==> config.mk <==
export PLATFORM = sky130hd
export DESIGN_NAME = serial_tx_scheduler_flat
export DESIGN_NICKNAME = d
export VERILOG_FILES = /design/src/rtl/serial_tx_scheduler_pkg.sv /design/src/rtl/serial_tx_scheduler_if.sv /design/src/rtl/serial_tx_scheduler_rr_arbiter.sv /design/src/rtl/serial_tx_scheduler.sv /design/src/flat_wrapper.sv
export SDC_FILE = /design/constraint.sdc
export NUM_CORES = 1
export LEC_CHECK = 0
export ABC_AREA = 1
export BUFFER_PORTS_ARGS = -buffer_cell sky130_fd_sc_hd__buf_4
export CAP_MARGIN = 20
export CORE_MARGIN = 1.5
export CORE_UTILIZATION = 54
export CTS_CLUSTER_SIZE = 20
export DETAILED_ROUTE_END_ITERATION = 8
export GPL_ROUTABILITY_DRIVEN = 0
export GPL_TIMING_DRIVEN = 0
export PLACE_DENSITY_LB_ADDON = 0.05
export SYNTH_ARGS = -nofsm -noshare
export SYNTH_HDL_FRONTEND = slang
export SYNTH_SLANG_ARGS = --single-unit
==> constraint.sdc <==
create_clock -name tClk -period 3.3 [get_ports tClk]
set_input_delay 0.66 -clock tClk [delete_from_list [all_inputs] [get_ports tClk]]
set_output_delay 0.66 -clock tClk [all_outputs]
set_load 0.05 [all_outputs]
==> src/rtl/serial_tx_scheduler_pkg.sv <==
// Shared definitions for the serial transmit scheduler: state encoding and field widths.
package serial_tx_scheduler_pkg;
  localparam int BYTE_W = 8;
  localparam int LEN_W  = 8;

  typedef enum logic [1:0] {
    IDLE,
    SEND_LEN,
    SEND_DATA,
    GAP
  } tx_state_e;
endpackage

==> src/rtl/serial_tx_scheduler_if.sv <==
// Source-side bundle of the scheduler: per-source request/length/byte lanes plus the link outputs.
interface serial_tx_scheduler_if import serial_tx_scheduler_pkg::*; #(
  parameter int N_REQ = 4
) ();
  logic [N_REQ-1:0]        req;
  logic [LEN_W*N_REQ-1:0]  len_in;
  logic [BYTE_W*N_REQ-1:0] byte_in;
  logic [N_REQ-1:0]        byte_ack;
  logic [N_REQ-1:0]        grant;
  logic                    Dout;
  logic                    Dout_Valid;
  logic                    busy;
  logic                    pkt_done;

  modport master (
    input  req, len_in, byte_in,
    output byte_ack, grant, Dout, Dout_Valid, busy, pkt_done
  );
  modport slave (
    output req, len_in, byte_in,
    input  byte_ack, grant, Dout, Dout_Valid, busy, pkt_done
  );
endinterface

==> src/rtl/serial_tx_scheduler_rr_arbiter.sv <==
// Combinational round-robin pick: first set request scanning upward from ptr+1, wrapping.
module serial_tx_scheduler_rr_arbiter import serial_tx_scheduler_pkg::*; #(
  parameter int N_REQ = 4,
  parameter int IDX_W = $clog2(N_REQ)
) (
  input  logic [N_REQ-1:0] req,
  input  logic [IDX_W-1:0] ptr,
  output logic [N_REQ-1:0] gnt,
  output logic [IDX_W-1:0] idx,
  output logic             any
);
  always_comb begin
    gnt = '0;
    idx = '0;
    any = 1'b0;
    for (int off = 1; off <= N_REQ; off++) begin
      if (!any && req[IDX_W'((int'(ptr) + off) % N_REQ)]) begin
        any = 1'b1;
        idx = IDX_W'((int'(ptr) + off) % N_REQ);
        gnt[IDX_W'((int'(ptr) + off) % N_REQ)] = 1'b1;
      end
    end
  end
endmodule

==> src/rtl/serial_tx_scheduler.sv <==
// Shares one serial link among N_REQ sources; each frame is a length byte then that many
// payload bytes, LSB-first, with Dout_Valid held across the frame and a forced idle gap after.
module serial_tx_scheduler import serial_tx_scheduler_pkg::*; #(
  parameter int N_REQ      = 4,
  parameter int GAP_CYCLES = 1
) (
  input logic                   tClk,
  input logic                   rst_n,
  serial_tx_scheduler_if.master bus
);
  localparam int IDX_W = $clog2(N_REQ);
  localparam int GAP_W = $clog2(GAP_CYCLES + 1);

  tx_state_e         state_q, state_d;
  logic [BYTE_W-1:0] shreg_q, shreg_d;
  logic [2:0]        bitcnt_q, bitcnt_d;
  logic [LEN_W-1:0]  bytecnt_q, bytecnt_d;
  logic [LEN_W-1:0]  len_q, len_d;
  logic [IDX_W-1:0]  win_q, win_d;
  logic [IDX_W-1:0]  ptr_q, ptr_d;
  logic [N_REQ-1:0]  grant_q, grant_d;
  logic [N_REQ-1:0]  ack_q, ack_d;
  logic              done_q, done_d;
  logic [GAP_W-1:0]  gapcnt_q, gapcnt_d;

  logic [N_REQ-1:0]  arb_gnt;
  logic [IDX_W-1:0]  arb_idx;
  logic              arb_any;
  logic [LEN_W-1:0]  arb_len;
  logic [BYTE_W-1:0] win_byte;
  logic              sending;
  logic              last_byte;

  serial_tx_scheduler_rr_arbiter #(.N_REQ(N_REQ), .IDX_W(IDX_W)) u_arb (
    .req (bus.req),
    .ptr (ptr_q),
    .gnt (arb_gnt),
    .idx (arb_idx),
    .any (arb_any)
  );

  assign arb_len   = bus.len_in[int'(arb_idx)*LEN_W +: LEN_W];
  assign win_byte  = bus.byte_in[int'(win_q)*BYTE_W +: BYTE_W];
  assign sending   = (state_q == SEND_LEN) || (state_q == SEND_DATA);
  // Length byte of a zero-length frame is also its last byte.
  assign last_byte = (state_q == SEND_LEN) ? (len_q == '0) : (bytecnt_q == len_q);

  always_comb begin
    state_d   = state_q;
    shreg_d   = shreg_q;
    bitcnt_d  = bitcnt_q;
    bytecnt_d = bytecnt_q;
    len_d     = len_q;
    win_d     = win_q;
    ptr_d     = ptr_q;
    grant_d   = grant_q;
    ack_d     = '0;
    done_d    = 1'b0;
    gapcnt_d  = gapcnt_q;
    case (state_q)
      IDLE: begin
        if (arb_any) begin
          win_d    = arb_idx;
          ptr_d    = arb_idx;
          grant_d  = arb_gnt;
          len_d    = arb_len;
          shreg_d  = arb_len;
          bitcnt_d = '0;
          state_d  = SEND_LEN;
        end
      end
      SEND_LEN, SEND_DATA: begin
        shreg_d  = shreg_q >> 1;
        bitcnt_d = bitcnt_q + 3'd1;
        if (bitcnt_q == 3'd7) begin
          if (last_byte) begin
            state_d  = GAP;
            grant_d  = '0;
            done_d   = 1'b1;
            gapcnt_d = '0;
          end else begin
            shreg_d       = win_byte;
            bytecnt_d     = (state_q == SEND_LEN) ? LEN_W'(1) : bytecnt_q + LEN_W'(1);
            ack_d[win_q]  = 1'b1;
            state_d       = SEND_DATA;
          end
        end
      end
      GAP: begin
        if (gapcnt_q == GAP_W'(GAP_CYCLES - 1)) state_d = IDLE;
        else gapcnt_d = gapcnt_q + GAP_W'(1);
      end
      default: state_d = IDLE;
    endcase
  end

  always_ff @(posedge tClk or negedge rst_n) begin
    if (!rst_n) begin
      state_q   <= IDLE;
      shreg_q   <= '0;
      bitcnt_q  <= '0;
      bytecnt_q <= '0;
      len_q     <= '0;
      win_q     <= '0;
      ptr_q     <= IDX_W'(N_REQ - 1);
      grant_q   <= '0;
      ack_q     <= '0;
      done_q    <= 1'b0;
      gapcnt_q  <= '0;
    end else begin
      state_q   <= state_d;
      shreg_q   <= shreg_d;
      bitcnt_q  <= bitcnt_d;
      bytecnt_q <= bytecnt_d;
      len_q     <= len_d;
      win_q     <= win_d;
      ptr_q     <= ptr_d;
      grant_q   <= grant_d;
      ack_q     <= ack_d;
      done_q    <= done_d;
      gapcnt_q  <= gapcnt_d;
    end
  end

  assign bus.Dout       = sending & shreg_q[0];
  assign bus.Dout_Valid = sending;
  assign bus.grant      = grant_q;
  assign bus.byte_ack   = ack_q;
  assign bus.pkt_done   = done_q;
  assign bus.busy       = (state_q != IDLE);
endmodule

==> src/flat_wrapper.sv <==
// flat-port wrapper written by rule: the top's interface ports become plain ports
module serial_tx_scheduler_flat import serial_tx_scheduler_pkg::*;
#(
  parameter int N_REQ      = 4,
  parameter int GAP_CYCLES = 1
)
  (tClk, rst_n, bus_req, bus_len_in, bus_byte_in, bus_byte_ack, bus_grant, bus_Dout, bus_Dout_Valid, bus_busy, bus_pkt_done);
  serial_tx_scheduler_if #(.N_REQ(N_REQ)) bus_i ();
  input logic tClk;
  input logic rst_n;
  input wire logic [$bits(bus_i.req)-1:0] bus_req;
  input wire logic [$bits(bus_i.len_in)-1:0] bus_len_in;
  input wire logic [$bits(bus_i.byte_in)-1:0] bus_byte_in;
  output wire logic [$bits(bus_i.byte_ack)-1:0] bus_byte_ack;
  output wire logic [$bits(bus_i.grant)-1:0] bus_grant;
  output wire logic [$bits(bus_i.Dout)-1:0] bus_Dout;
  output wire logic [$bits(bus_i.Dout_Valid)-1:0] bus_Dout_Valid;
  output wire logic [$bits(bus_i.busy)-1:0] bus_busy;
  output wire logic [$bits(bus_i.pkt_done)-1:0] bus_pkt_done;
  assign bus_i.req = bus_req;
  assign bus_i.len_in = bus_len_in;
  assign bus_i.byte_in = bus_byte_in;
  assign bus_byte_ack = bus_i.byte_ack;
  assign bus_grant = bus_i.grant;
  assign bus_Dout = bus_i.Dout;
  assign bus_Dout_Valid = bus_i.Dout_Valid;
  assign bus_busy = bus_i.busy;
  assign bus_pkt_done = bus_i.pkt_done;
  serial_tx_scheduler #(.N_REQ(N_REQ), .GAP_CYCLES(GAP_CYCLES)) u_core (.tClk(tClk), .rst_n(rst_n), .bus(bus_i));
endmodule
Yosys cells after proc, flatten, opt, wreduce, memory -nomap -nowiden:

Index checks and enable logic that the tools add are counted.

* add/sub/neg operators: 7
* $lt $le $gt $ge: 10
* equality and inequality tests: 9
* shifts and indexed selects: 2
* mux-type cells: 61
* bitwise operators: 5
* reduce and logical (&&, ||, !) cells: 24

Operator list (count)
* indexed part select 32 x 6 -> 8 bit: 2
* 2-to-1 mux 4 bit: 10
* 2-to-1 mux 8 bit: 4
* 2-to-1 mux 1 bit: 25
* < comparator 2 x 4 -> 1 bit (second input constant): 4
* case mux 8 bit (2 select lines): 1
* 2-to-1 mux 2 bit: 7
* OR 4 bit: 3
* demux 1 bit (select 2 bit): 5
* >= comparator 2 x 1 -> 1 bit (second input constant): 5
* AND reduction 3 bit: 3
* adder 8 x 1 -> 8 bit (second input constant): 1
* binary-select mux 1 bit (select 2 bit): 4
* equality test 8 bit: 1
* logical AND 1 bit: 8
* logical NOT 8 bit: 1
* case mux 4 bit (2 select lines): 1
* inequality test 2 x 1 -> 1 bit (second input constant): 3
* case mux 2 bit (3 select lines): 1
* case mux 3 bit (2 select lines): 1
* nonzero test 2 bit: 3
* adder 2 x 1 -> 2 bit (second input constant): 2
* adder 2 bit (second input constant): 2
* equality test 2 bit (second input constant): 2
* 16 further kinds: 19

* register bits: 43
* input port bits: 70
* output and inout port bits: 12
* logic and storage cells: 129

Depth between registers and ports, before layout:

* depth after elaboration: 17
* gate-level depth with buffers: 13
* mapped depth without buffers: 13

Modules after synthesis:

From an unflattened synthesis, not the netlist that was laid out.

* cells, all modules: 455
* area, all modules: 3261.9 um^2

Modules (own cells, without submodules)
* serial_tx_scheduler: times used 1, cells each 368, area an instance 2683.8 um^2
* serial_tx_scheduler_rr_arbiter: times used 1, cells each 87, area an instance 578.1 um^2

Least setup slack after synthesis:

No wires, ideal clock.

* path type: reg2out
* start point: register u_core.state_q[0]
* end point: output bus_Dout
* arrival time: 1.746 ns
* data required time: 2.640 ns
* setup slack: 0.894 ns
* cell stages (with the launch flop): 6
* cell sequence: dfrtp_1 -> inv_1 -> ha_1 -> clkbuf_1 -> nand2_1 -> inv_1

* longest elaborated chain between the ends: 3
* elaborated cells on any way between the ends: 4
* those cells by class: 2 x eq/ne; 1 x bitwise; 1 x reduce/logical

RTL lines
* from (decl): line serial_tx_scheduler.sv:14 `tx_state_e state_q, state_d;`
* from (signal assigned): line serial_tx_scheduler.sv:111 `state_q <= state_d;`
* equality test 2 x 1 -> 1 bit or equality test 2 bit (tied branches): line serial_tx_scheduler.sv:44 `assign sending = (state_q == SEND_LEN) || (state_q == SEND_DATA);`
* logical OR 1 bit (*): line serial_tx_scheduler.sv:44
* via bus_Dout_Valid: line flat_wrapper.sv:17 `output wire logic [$bits(bus_i.Dout_Valid)-1:0] bus_Dout_Valid;`
* AND 1 bit (*): line serial_tx_scheduler.sv:125 `assign bus.Dout = sending & shreg_q[0];`
* to (decl): line flat_wrapper.sv:16 `output wire logic [$bits(bus_i.Dout)-1:0] bus_Dout;`

The timed path passes the listed nets; every way through them passes the cells marked *.

Worst setup path in the final report:

* start point: register u_core.ptr_q[0]
* end point: register u_core.shreg_q[0]

* longest elaborated chain between the ends: 17
* elaborated cells on any way between the ends: 35
* those cells by class: 4 x add/sub; 1 x eq/ne; 1 x shift; 22 x mux; 7 x reduce/logical

RTL lines
* from (decl): line serial_tx_scheduler.sv:20 `logic [IDX_W-1:0] ptr_q, ptr_d;`
* from (signal assigned): line serial_tx_scheduler.sv:105 `ptr_q <= IDX_W'(N_REQ - 1);`
* from (signal assigned): line serial_tx_scheduler.sv:117 `ptr_q <= ptr_d;`
* adder 2 x 1 -> 2 bit: line serial_tx_scheduler_rr_arbiter.sv:17, serial_tx_scheduler_rr_arbiter.sv:19
* binary-select mux 1 bit (select 2 bit): line serial_tx_scheduler_rr_arbiter.sv:17 `if (!any && req[IDX_W'((int'(ptr) + off) % N_REQ)]) begin`
* 2-to-1 mux 1 bit (implied by the code) (2 in a row): line serial_tx_scheduler_rr_arbiter.sv:17
* 2-to-1 mux 1 bit: line serial_tx_scheduler_rr_arbiter.sv:17
* logical NOT 1 bit: line serial_tx_scheduler_rr_arbiter.sv:17
* logical AND 1 bit: line serial_tx_scheduler_rr_arbiter.sv:17
* 2-to-1 mux 1 bit: line serial_tx_scheduler_rr_arbiter.sv:17
* logical NOT 1 bit: line serial_tx_scheduler_rr_arbiter.sv:17
* logical AND 1 bit: line serial_tx_scheduler_rr_arbiter.sv:17
* 2-to-1 mux 1 bit: line serial_tx_scheduler_rr_arbiter.sv:17
* logical NOT 1 bit: line serial_tx_scheduler_rr_arbiter.sv:17
* logical AND 1 bit: line serial_tx_scheduler_rr_arbiter.sv:17
* 2-to-1 mux 2 bit: line serial_tx_scheduler_rr_arbiter.sv:17
* indexed part select 32 x 6 -> 8 bit: line serial_tx_scheduler.sv:42 `assign arb_len = bus.len_in[int'(arb_idx)*LEN_W +: LEN_W];`
* 2-to-1 mux 8 bit: line serial_tx_scheduler.sv:62 `if (arb_any) begin`
* case mux 8 bit (2 select lines): line serial_tx_scheduler.sv:60 `case (state_q)`
* to (signal assigned): line serial_tx_scheduler.sv:112 `shreg_q <= shreg_d;`
* to (decl): line serial_tx_scheduler.sv:15 `logic [BYTE_W-1:0] shreg_q, shreg_d;`

Several ways; a longest one is shown, not always the timed one. The select of a mux whose other input is x is not followed.
A chain may end at the register's enable or synchronous reset.

==> impl_results.md <==
- LEAKAGE: 2.15 nW
- Hold WC Path Type: input port to asynchronous set/reset pin
- Synthesis Warnings: 0
- Arr. time, crit path: 3.01 ns
- Nets@finish: between 600 and 700
- Drt wl/cell: 13.6 um
- P_sw: about 0.26 mW
- Syn avg cell area: approximately 7 um2
- Placed Area: about 4000 um2
- # Post-CTS Setup Buffers: 0
- Syn Nets: 548
- Crit path required time: 3.48 ns
- Fmax: 354 MHz
- Outcome: finished, final reports clean
- Avg Vias per Cell: 5.51
- Num Clock Sinks: 42
- Slowest stage delay, CP: 0.67 ns
- Slowest cell on crit path: dfstp_2
- WL final: 8550 um
- Post-Syn Instances: 464
- Most used DFF post-synth: dfrtp_1
- Minimum clock period after layout: around 2.8 ns
- Clock share of power: 0.314
- Post-synthesis sequential area ratio: 0.317
- CTS buffer count: 5
- Synth top area share: 0.301
- Internal power: between 0.7 and 0.8 mW
- Die area: between 6000 and 7000 um2
- Ys async rst share: 1.00
- Largest cells by area after synthesis: dfrtp_1, nand2_1, nand3_1, inv_1, nand4_1
- Slew Limit Fails: 0
- Worst-skew pair later-pin latency: 0.30 ns
- Setup TNS: 0 ns
- Largest area contributor in the netlist: dfrtp_1
- Commonest cells post-synth: nand2_1, inv_1, nand3_1
- H-tree levels: 2
- Synth cell types: 40
- RSZ-0062 raised after global routing: no
- Router iterations before antenna repair: 5
- Switching Fraction: 0.258
- Combinational share of power: 0.178
- Post-DP HPWL: just under 7000 um
- CTS clk-pin slew, worst paths: 0.08 ns
- Finished Cell Area: 4110 um2
- Cell with the most instances after synthesis: nand2_1
- Kind of critical path: register to register
- Initial antenna violation count: 0
- Vias in the first global route: 3141
- Worst-path cell chain: inv_2 -> ha_1 -> inv_2 -> nand3_2 -> nand2_4 -> nor2_8 -> nand2_2 -> o21ai_2 -> nand3_1 -> nand3_1 -> a21oi_1
- DIE WIDTH: 81.5 um
- Seq cells post-synth: 42
- Share of layout cells above drive strength 1: 0.262
- Max-Cap Viols: 0
- Via Count: 3462
- Die height: 81.5 um
- First-pass GRT wire length: 14100 um
- Sequential power share: 0.508
- CTS Hold Buffers Added: 0
- Crit share post-route: 0.857
- Placement Rows: 28
- All-Layer GR Usage: 0.272
- Worst slew pin tran: 0.520 ns
- Final hold vios: 0
- Post-synth EDFFs: 0
- Antenna-violating nets left: 0
- CTS tree: built
- CTS Buffer Depth: 2
- CP startpoint kind: register
- CP Capture Type: register
- Syn-to-layout area delta: 23.5%
- Pwr Density: 249 nW/um2
- Post-cts repair resize count: 0
- Initial Utilization: 0.562
- Iteration-0 DRC count of the detailed router: 249
- Ports: 82
- Worst slew margin: 0.653
- Peak supply drop: 0.146 mV
- CTS root buf: clkbuf_8
- Endpoints failing setup: 0
- Post-route DRC: 0
- Ant. Diodes: 0
- Clock skew: 0.0124 ns
- Core area: 5920 um2
- Synth Cell Area: 3330 um2
- Pin count of the biggest net entering global routing: 43
- GRT Residual Overflow: 0
- Worst-path fanout max: 10
- Port Buffers: 81
## through the flow
| stage | power, mW | setup slack (ns) | hold WS (ns) | instances | util |
|---|---|---|---|---|---|
| floorplan | 0.622 | 0.894 | 0.364 | 464 | - |
| global placement | 0.710 | 0.530 | 0.459 | 620 | 0.680 |
| detailed placement | 0.713 | 0.501 | 0.473 | 620 | 0.680 |
| CTS | 1.03 | 0.470 | 0.359 | 628 | 0.694 |
| global route | 1.07 | 0.309 | 0.374 | 628 | 0.694 |
| finish | 1.02 | 0.471 | 0.333 | 628 | 0.694 |
## critical path: cells and delay by family (launching register included)
family,cells,cell delay [ns]
AOI/OAI and AO/OA,2,0.49
adders and majority gates,1,0.43
and+or+nand+nor,6,0.88
buffers and inverters,2,0.25
DFF,1,0.67
## worst paths after layout
check / startpoint / to / depth (start not counted) / slack (ns)
worst min register to register: u_core.bitcnt_q[0] / u_core.bitcnt_q[0] / 1 / 0.49
worst max register to register: u_core.ptr_q[0] / u_core.shreg_q[0] / 11 / 0.47
worst max-delay path: u_core.ptr_q[0] / u_core.shreg_q[0] / 11 / 0.47
max in group asynchronous: rst_n / u_core.ptr_q[1] / 1 / 2.59
min in group tClk: u_core.bitcnt_q[0] / u_core.bitcnt_q[0] / 1 / 0.49
worst min-delay path: rst_n / u_core.bus.byte_ack[2] / 1 / 0.33
## cells by family after synthesis
group | count (synthesis) | synth area share
AND/OR/NAND/NOR | 248 | 0.383
flip-flops | 42 | 0.317
buffers and inverters | 77 | 0.0937
adder cells (fa/ha/maj) | 14 | 0.0527
AO/OA/AOI/OAI | 81 | 0.148
XOR/XNOR | 2 | 0.00527
## cells in the final DEF, fill, tap and decap left out, types with 14 or more instances in the layout
master | synthesis | final
ha_1 | 14 | 14
o21ai_0 | 21 | 21
nand2_2 | 19 | 19
nand2_1 | 92 | 92
nand4_1 | 30 | 30
buf_4 | 1 | 82
dfrtp_1 | 40 | 40
a21oi_1 | 28 | 28
nor2_1 | 33 | 33
nand3_2 | 15 | 15
nand3_1 | 46 | 46
inv_1 | 58 | 58
## power groups by stage
stage	clock, mW	combinational, mW	sequential, mW
3_3_place_gp	0	0.179	0.531
2_1_floorplan	0	0.0911	0.531
3_5_place_dp	0	0.182	0.531
6_report	0.321	0.182	0.521
5_1_grt	0.345	0.201	0.521
4_1_cts	0.322	0.183	0.521
## per-layer routing
metal | up-vias | routed length (um) | part of all wire | GRT usage
met2 | 116 | 3990 | 0.47 | 0.460
li1 | 1742 | - | - | -
met3 | 10 | 580 | 0.068 | 0.0444
met4 | 0 | 130 | 0.015 | 0.0759
met5 | - | 0 | 0 | 0
met1 | 1594 | 3850 | 0.45 | 0.358
## sequential cells by signal, indices dropped and copies added, names as in the netlist
name,count
u_core.bitcnt_q,3
u_core.bus.byte_ack,4
u_core.state_q,2
u_core.ptr_q,2
u_core.bus.grant,4
u_core.len_q,8
u_core.shreg_q,8
u_core.win_q,2
u_core.bus.pkt_done,1
u_core.bytecnt_q,8
## layout make-up
class | count | area (um2)
multi-input cells | 345 | 1960
fillers | 496 | 1810
flip-flops and latches | 42 | 1050
repair buffers | 81 | 608
inverters | 62 | 233
well taps | 75 | 93.8
clock buffers | 8 | 80.1
plain buffers | 15 | 78.8
(Power assumes the default switching activity.)
